===== config.mk =====
export PLATFORM = sky130hd
export DESIGN_NAME = mac_tx_framer
export DESIGN_NICKNAME = d
export VERILOG_FILES = /design/src/rtl/mac_tx_framer.sv
export SDC_FILE = /design/constraint.sdc
export NUM_CORES = 1
export LEC_CHECK = 0
export CAP_MARGIN = 15
export CORE_MARGIN = 4
export CORE_UTILIZATION = 54
export DETAILED_ROUTE_END_ITERATION = 6
export GPL_TIMING_DRIVEN = 0
export MAX_ROUTING_LAYER = met4
export PLACE_DENSITY = 0.8
export SLEW_MARGIN = 10
export SYNTH_ARGS = -nofsm -noshare
export SYNTH_HDL_FRONTEND = slang
export SYNTH_SLANG_ARGS = --single-unit

===== constraint.sdc =====
create_clock -name mac_tx_clk -period 2.75 [get_ports mac_tx_clk]
set_input_delay 0.55 -clock mac_tx_clk [delete_from_list [all_inputs] [get_ports mac_tx_clk]]
set_output_delay 0.55 -clock mac_tx_clk [all_outputs]
set_load 0.01 [all_outputs]

===== src/rtl/mac_tx_framer.sv =====
// mac_tx_framer: wraps an AXI-stream payload into an Ethernet frame
// (preamble, SFD, zero pad, CRC-32 FCS), then spaces frames by an IFG.
module mac_tx_framer #(
   parameter int unsigned MIN_LEN = 60,
   parameter int unsigned MAX_LEN = 1514,
   parameter int unsigned IFG_LEN = 12
) (
   input  logic        mac_tx_clk,
   input  logic        rst_n,
   input  logic [7:0]  s_axis_tdata,
   input  logic        s_axis_tvalid,
   input  logic        s_axis_tlast,
   output logic        s_axis_tready,
   output logic [7:0]  mac_tx_data,
   output logic        mac_tx_valid,
   output logic        mac_tx_sof,
   output logic        mac_tx_eof,
   output logic        frame_done_o,
   output logic        frame_err_o,
   output logic [15:0] frame_cnt_o
);

   typedef enum logic [2:0] {
      IDLE, PRE, SFD, DATA, PAD, FCS, IFG, DRAIN
   } state_t;

   localparam logic [11:0] MIN_L = 12'(MIN_LEN);
   localparam logic [11:0] MAX_L = 12'(MAX_LEN);
   localparam logic [15:0] IFG_LAST =
      (IFG_LEN == 0) ? 16'd0 : 16'(IFG_LEN - 1);

   state_t      state;
   state_t      state_nxt;
   logic [10:0] len_cnt;
   logic [11:0] len_inc;
   logic [15:0] step_cnt;
   logic [31:0] crc;
   logic        bad_fcs;
   logic        drain;
   logic        accept;
   logic        underrun;
   logic        oversize;
   logic        last_fcs;
   logic        ifg_end;
   logic [31:0] fcs_word;
   logic [7:0]  fcs_byte;
   logic        crc_en;
   logic [7:0]  crc_in;
   logic [7:0]  tx_data_nxt;
   logic        tx_valid_nxt;
   logic        sof_nxt;
   logic        eof_nxt;
   logic        done_nxt;
   logic        err_nxt;

   function automatic logic [31:0] crc_step(
      input logic [31:0] c,
      input logic [7:0]  d
   );
      logic [31:0] r;
      r = c ^ {24'h0, d};
      for (int i = 0; i < 8; i++)
         r = r[0] ? ((r >> 1) ^ 32'hEDB8_8320) : (r >> 1);
      return r;
   endfunction

   assign s_axis_tready = (state == DATA) || (state == DRAIN);
   assign accept   = s_axis_tvalid && s_axis_tready;
   assign len_inc  = {1'b0, len_cnt} + 12'd1;
   assign underrun = (state == DATA) && !s_axis_tvalid;
   assign oversize = (state == DATA) && s_axis_tvalid
                     && !s_axis_tlast && (len_inc == MAX_L);
   assign last_fcs = (state == FCS) && (step_cnt[1:0] == 2'd3);
   assign ifg_end  = (step_cnt == IFG_LAST);

   // an aborted frame sends the raw register, i.e. the inverted FCS
   assign fcs_word = bad_fcs ? crc : ~crc;
   assign fcs_byte = 8'(fcs_word >> {step_cnt[1:0], 3'b000});

   always_ff @(posedge mac_tx_clk or negedge rst_n) begin
      if (!rst_n)
         state <= IDLE;
      else
         state <= state_nxt;
   end

   always_comb begin
      state_nxt = state;
      unique case (state)
         IDLE:
            if (s_axis_tvalid)
               state_nxt = PRE;
         PRE:
            if (step_cnt[2:0] == 3'd5)
               state_nxt = SFD;
         SFD:
            state_nxt = DATA;
         DATA: begin
            if (underrun || oversize)
               state_nxt = FCS;
            else if (s_axis_tlast)
               state_nxt = (len_inc < MIN_L) ? PAD : FCS;
         end
         PAD:
            if (len_inc >= MIN_L)
               state_nxt = FCS;
         FCS:
            if (last_fcs)
               state_nxt = IFG;
         IFG:
            if (ifg_end)
               state_nxt = drain ? DRAIN : IDLE;
         DRAIN:
            if (accept && s_axis_tlast)
               state_nxt = IDLE;
         default:
            state_nxt = IDLE;
      endcase
   end

   // values loaded into the wire registers on the coming edge
   always_comb begin
      tx_valid_nxt = 1'b0;
      tx_data_nxt  = 8'h00;
      sof_nxt      = 1'b0;
      eof_nxt      = 1'b0;
      done_nxt     = 1'b0;
      err_nxt      = 1'b0;
      crc_en       = 1'b0;
      crc_in       = 8'h00;
      unique case (state)
         IDLE:
            if (s_axis_tvalid) begin
               tx_valid_nxt = 1'b1;
               tx_data_nxt  = 8'h55;
               sof_nxt      = 1'b1;
            end
         PRE: begin
            tx_valid_nxt = 1'b1;
            tx_data_nxt  = 8'h55;
         end
         SFD: begin
            tx_valid_nxt = 1'b1;
            tx_data_nxt  = 8'hD5;
         end
         DATA: begin
            tx_valid_nxt = 1'b1;
            err_nxt      = underrun || oversize;
            if (s_axis_tvalid) begin
               tx_data_nxt = s_axis_tdata;
               crc_en      = 1'b1;
               crc_in      = s_axis_tdata;
            end else begin
               // underrun: first bad FCS byte fills the slot
               tx_data_nxt = crc[7:0];
            end
         end
         PAD: begin
            tx_valid_nxt = 1'b1;
            crc_en       = 1'b1;
         end
         FCS: begin
            tx_valid_nxt = 1'b1;
            tx_data_nxt  = fcs_byte;
            eof_nxt      = last_fcs;
            done_nxt     = last_fcs;
         end
         default: begin
         end
      endcase
   end

   always_ff @(posedge mac_tx_clk or negedge rst_n) begin
      if (!rst_n) begin
         step_cnt    <= '0;
         len_cnt     <= '0;
         crc         <= '1;
         bad_fcs     <= 1'b0;
         drain       <= 1'b0;
         frame_cnt_o <= '0;
      end else begin
         if (state_nxt != state)
            step_cnt <= underrun ? 16'd1 : 16'd0;
         else
            step_cnt <= step_cnt + 16'd1;

         if (state == IDLE) begin
            len_cnt <= '0;
            crc     <= '1;
            bad_fcs <= 1'b0;
         end else if (crc_en) begin
            crc <= crc_step(crc, crc_in);
            if (len_cnt != MAX_L[10:0])
               len_cnt <= len_cnt + 11'd1;
         end

         if (underrun || oversize)
            bad_fcs <= 1'b1;

         if (last_fcs) begin
            drain       <= bad_fcs;
            frame_cnt_o <= frame_cnt_o + 16'd1;
         end else if (state == DRAIN && accept && s_axis_tlast) begin
            drain <= 1'b0;
         end
      end
   end

   always_ff @(posedge mac_tx_clk or negedge rst_n) begin
      if (!rst_n) begin
         mac_tx_data  <= 8'h00;
         mac_tx_valid <= 1'b0;
         mac_tx_sof   <= 1'b0;
         mac_tx_eof   <= 1'b0;
         frame_done_o <= 1'b0;
         frame_err_o  <= 1'b0;
      end else begin
         mac_tx_data  <= tx_data_nxt;
         mac_tx_valid <= tx_valid_nxt;
         mac_tx_sof   <= sof_nxt;
         mac_tx_eof   <= eof_nxt;
         frame_done_o <= done_nxt;
         frame_err_o  <= err_nxt;
      end
   end

endmodule


Word-level counts from Yosys, hierarchy flattened
Cells that the tools add are included.
Operators by class
  $add $sub $neg: 4
  order comparisons: 2
  equality and inequality tests: 13
  shift-type cells: 1
  mux-type cells: 42
  bitwise logic cells: 10
  reduce and logical (&&, ||, !) cells: 20
Operator list (number)
  two-way mux 32 bit: 11
  inverter 13 -> 14 bit: 8
  case mux 8 bit (5 select lines): 1
  two-way mux 11 bit: 3
  adder 16 x 1 -> 16 bit (second input constant): 2
  inverter 32 bit: 1
  >> shifter 32 x 5 -> 8 bit: 1
  bitwise XOR 32 x 8 -> 32 bit: 1
  two-way mux 3 bit: 9
  two-way mux 8 bit: 3
  case mux 3 bit (8 select lines): 1
  equality test 16 x 4 -> 1 bit (second input constant): 1
  two-way mux 16 bit: 1
  equality test 3 bit (second input constant): 5
  adder 11 x 1 -> 12 bit (second input constant): 1
  equality test 12 x 11 -> 1 bit (second input constant): 1
  greater-or-equal comparator 12 x 6 -> 1 bit (second input constant): 1
  less-than comparator 12 x 6 -> 1 bit (second input constant): 1
  adder 11 x 1 -> 11 bit (second input constant): 1
  != test 11 bit (second input constant): 1
  two-way mux 1 bit: 10
  logical AND 1 bit: 9
  nonzero test 2 bit: 4
  two-way mux 7 bit: 1
  other kinds (10): 14
Storage, ports and cells
  register bits: 92
  input port bits: 12
  output and inout port bits: 30
  logic and storage cells: 104

Depth between registers and ports, before layout
Gate-level depths: netlist of the first run.
  depth in word-level cells: 21
  mapped depth: 12
  gate-level depth less buffers: 9

Worst setup path before layout of the first run
Ideal clock, no wire load.
  path kind: register to register
  start: register state[1]
  end: register step_cnt[10]
  library setup time: 71 ps
  arrival time: 2543 ps
  required time: 2679 ps
  slack: 136 ps
  stages on the path, launching flop included: 13
  buffers on the path: 3
  clock period less this slack: 2614 ps
  path through: dfrtp_1 clkbuf_1 inv_1 ha_1 or3_1 clkbuf_1 o21bai_1 and3_1 a31oi_1 o211a_1 nand4_4 buf_6 nor2_1
Between the ends
  longest elaborated chain between the ends: 9
  elaborated cells between the ends (all ways): 28
  classes of those cells: 8 x eq/ne; 10 x mux; 10 x reduce/logical
Ends and longest elaborated chain
  start: declaration: line 32  | state_t state;
  start signal: assignment: line 84  | state <= state_nxt;
  equality test 3 x 2 -> 1 bit
  logical AND 1 bit: line 71  | assign oversize = (state == DATA) && s_axis_tvalid
  logical AND 1 bit (2 in series): line 72  | && !s_axis_tlast && (len_inc == MAX_L);
  logical OR 1 bit: line 99  | if (underrun || oversize)
  two-way mux 3 bit: line 99
  case mux 3 bit (8 select lines): line 89  | unique case (state)
  != test 3 bit *: line 182  | if (state_nxt != state)
  two-way mux 16 bit *: line 182
  end signal: assignment: line 183  | step_cnt <= underrun ? 16'd1 : 16'd0;
  end signal: assignment: line 185  | step_cnt <= step_cnt + 16'd1;
  end: declaration: line 36  | logic [15:0] step_cnt;
Every way passes the cells marked *; elsewhere a longest branch is shown, timed or not.
A chain may end at the register's enable or synchronous reset.

Final worst setup path of the first run
  start: input s_axis_tvalid
  end: register crc[26]
Between the ends
  longest elaborated chain between the ends: 17
  elaborated cells between the ends (all ways): 22
  classes of those cells: 14 x mux; 7 x bitwise; 1 x reduce/logical
Ends and longest elaborated chain
  start: declaration: line 11  | input logic s_axis_tvalid,
  two-way mux 8 bit: line 149  | if (s_axis_tvalid) begin
  two-way mux 8 bit: line 131  | unique case (state)
  bitwise XOR 32 x 8 -> 32 bit: line 61  | r = c ^ {24'h0, d};
  two-way mux 32 bit (3 in series): line 63  | r = r[0] ? ((r >> 1) ^ 32'hEDB8_8320) : (r >> 1);
  inverter 13 -> 14 bit (no source line)
  two-way mux 32 bit: line 63
  inverter 13 -> 14 bit (no source line)
  two-way mux 32 bit (2 in series): line 63
  inverter 13 -> 14 bit (no source line)
  two-way mux 32 bit: line 63
  inverter 13 -> 14 bit (no source line)
  two-way mux 32 bit: line 63
  two-way mux 32 bit: line 191  | end else if (crc_en) begin
  two-way mux 32 bit: line 187  | if (state == IDLE) begin
  end signal: assignment: line 192  | crc <= crc_step(crc, crc_in);
  end: declaration: line 37  | logic [31:0] crc;
Parallel ways exist; a longest one is shown, timed or not. The select of a mux whose other input is x is not followed.

==> run metrics, run 1 <==
static leakage 2.68 nW; CTS buffer count 9; worst r2r src state[1]$_DFF_PN0_; total gr overflow 0; Period minus WS final 2.65 ns; clk_skew 0.00982 ns; CP max FO 10; crit-path max cell delay 0.53 ns; CP Launch Type input port; Root Driver clkbuf_8; clock sinks 92; Die H 111 µm; DR WL/cell 17.1 µm; hold buffers post-CTS 0; kind of cell adding the most delay to the critical path buffers and inverters; final WL 13500 µm; synth unique cells 57; DRT iter0 DRCs 310; share of layout cells above drive strength 1 16.3%; Worst slew margin 46.1%; Achievable Freq 377 MHz; Synth top area share 26.4%; Post-synth EDFFs 0; crit path cell chain clkdlybuf4s50_1 -> and4b_1 -> buf_4 -> nand2_1 -> xor2_4 -> buf_12 -> xnor2_4 -> xor2_2 -> xnor2_1 -> a21oi_1; Die Area 12200 µm²; Core Util, Final 65.4%; Cell Rows 37; GR Util met3 3.12%; Final setup viols 0; RSZ-0062 raised after global routing no; Mapped Cells 586; CP required 3.05 ns; die width 111 µm; Synth area leader dfrtp_1; vias in the first global route 4419; n_diodes 0; fraction of registers with async set/reset 100%; slowest CP cell clkdlybuf4s50_1; Seq/Total Area, Yosys 41.2%; Total Negative Setup Slacks 0 ns; Hold WC Path Type input port to async pin; Synth Flop Type dfrtp_1; status finished clean; CP Launch Point s_axis_tvalid; I/O pins 42; Post-Syn Nets 608; netlist area before placement 5680 µm²; synth cell count leaders nor2_1 (68), dfrtp_1 (60), xnor2_1 (56); DRT Pass-1 Iters 5; placed instance count 764; Yosys reg bits 92; HPWL after DPL 9680 µm; RePlAce Congestion 0.909; R2R cell count 11; worst skew pair latency 0.37 ns; worst path bufs/invs 3; IO buf count 41; Tcrit/Tclk final 96.4%; H-tree depth 3; Crit path arrival time 2.95 ns; Ys Warns 0; CTS tree done; via count 4536; CP Capture Type register; Starting Density 55.3%; maximum vdd drop 0.000958 V; Final Non-Filler Cells 786; first-pass GRT wire length 21700 µm; drt drc 0; GR Util met1 28.5%; Core Area 10300 µm²; largest net degree at the start of global routing 56; R2R setup slack 0.18 ns; max_cap viols 0; GR peak layer met2; fin nets 667; max-slew violations 0; Syn Area/Cell 9.69 µm²; Slew @ Worst Pin 0.808 ns; M2 GR Usage 36.6%; WS Path Type input port to register; initial antenna violation count 0; Layout area overhead 18.4%; reg2reg end step_cnt[9]$_DFF_PN0_; GR Util All Layers 22.4%; clock-pin slew on the worst setup and hold paths 0.09 ns; Vias/cell 5.77; top cells by area, synth dfrtp_1 (26%), dfstp_2 (15%), xnor2_1 (8.6%), xor2_1 (8.0%), nor2_1 (4.5%); PD cells 1230 nW/µm²; total power 8.27 mW; Post-DRT Antenna Nets 0; most numerous cell in the Yosys netlist nor2_1; Max Root-Sink Buffers 2; Final Hold Viols 0
==> layout make-up <==
type	instances	area, µm²
inverter	8	30.0
timing repair buffer	49	500
clock inverter	5	76.3
fill	817	3550
clock buffer	11	131
sequential	92	2340
tap	136	170
multi-input combinational	452	3310
buffer	33	165
==> report_power, final <==
group          total [mW]  switching, mW  internal, mW
logic                5.00           2.71          2.30
clock network       0.984          0.475         0.508
registers            2.29          0.366          1.92
total                8.27           3.55          4.72
==> routing by layer <==
| metal | vias to the layer above | part of all wire, % | wire length, µm |
|---|---|---|---|
| li1 | 2155 | - | - |
| met1 | 2215 | 43 | 5850 |
| met2 | 139 | 50 | 6700 |
| met3 | 27 | 4.5 | 604 |
| met4 | 0 | 2.2 | 301 |
| met5 | - | 0 | 0 |
==> worst max-delay path by stage <==
stage | end | slack, ns | cells past startpoint
final | crc[26]$_DFFE_PN1P_ | 0.1 | 10
after floorplan | step_cnt[10]$_DFF_PN0_ | 0.14 | 12
after global routing | crc[26]$_DFFE_PN1P_ | 0.001 | 10
after global placement | step_cnt[1]$_DFF_PN0_ | -2.13 | 1
after CTS | step_cnt[1]$_DFF_PN0_ | 0.0006 | 12
after detailed placement | crc[2]$_DFFE_PN1P_ | -0.43 | 8
==> layout by cell type, fill, tap and decap left out, types with 4 or more instances in the layout <==
| cell type | count |
|---|---|
| o21ai_0 | 31 |
| a211o_1 | 4 |
| nand4_1 | 9 |
| nand3_1 | 25 |
| nor2_1 | 68 |
| buf_2 | 4 |
| clkbuf_2 | 5 |
| a31oi_1 | 6 |
| clkbuf_1 | 16 |
| mux2i_1 | 6 |
| xor2_4 | 5 |
| mux2_2 | 5 |
| nor3_1 | 6 |
| nor4_1 | 5 |
| ha_1 | 10 |
| inv_1 | 8 |
| clkdlybuf4s50_1 | 40 |
| nand2_1 | 43 |
| mux4_2 | 8 |
| xor2_1 | 50 |
| o22ai_1 | 4 |
| xnor2_1 | 53 |
| a21oi_1 | 32 |
| dfrtp_1 | 59 |
| and2_1 | 6 |
| o22a_1 | 5 |
| dfstp_2 | 32 |
| and3_1 | 13 |
| buf_4 | 12 |
| clkbuf_8 | 9 |
| xnor2_4 | 4 |
| o31ai_1 | 8 |
==> kinds of logic (layout without fill, tap and decap cells) <==
kind of cell	count (synthesis)	after routing	synth area share (%)
XOR/XNOR	118	118	19.5
adder cells (fa/ha/maj)	10	10	2.20
multiplexers	19	19	5.22
AND/OR/NAND/NOR	197	197	16.7
flip-flops	92	92	41.2
buffers and inverters	42	106	3.28
AO/OA/AOI/OAI	108	108	11.8
==> through the flow <==
step           worst slack (ns)  hold slack [ns]  instance area, µm²
3_5_place_dp             -0.434            0.463                6290
6_report                 0.0985            0.140                6720
2_1_floorplan             0.136            0.254                5680
5_1_grt                 0.00125            0.168                6720
3_3_place_gp              -2.13            0.458                6260
4_1_cts                0.000575            0.152                6530
==> flip-flops by register name, summed over array words and instances, names as in the netlist <==
register,flops
crc,32
frame_cnt_o,16
step_cnt,16
len_cnt,11
mac_tx_data,8
state,3
bad_fcs,1
drain,1
frame_done_o,1
frame_err_o,1
mac_tx_sof,1
mac_tx_valid,1
==> repair_timing <==
action / 4_1_cts / 5_1_grt
buffers inserted: 1 / 6
gates resized for setup: 7 / 24
pin swaps: 0 / 2
endpoints found under the setup margin: 25 / 29
Note: power is estimated with default switching activity, not from simulation.
==> run 2, diff against run 1 <==
--- a/config.mk
+++ b/config.mk
@@ -8,6 +8,7 @@
 export CAP_MARGIN = 15
 export CORE_MARGIN = 4
 export CORE_UTILIZATION = 54
+export CTS_CLUSTER_DIAMETER = 40
 export DETAILED_ROUTE_END_ITERATION = 6
 export GPL_TIMING_DRIVEN = 0
 export MAX_ROUTING_LAYER = met4
==> results of run 2 <==
No change in the layout: final DEF, timing and power equal those of run 1.
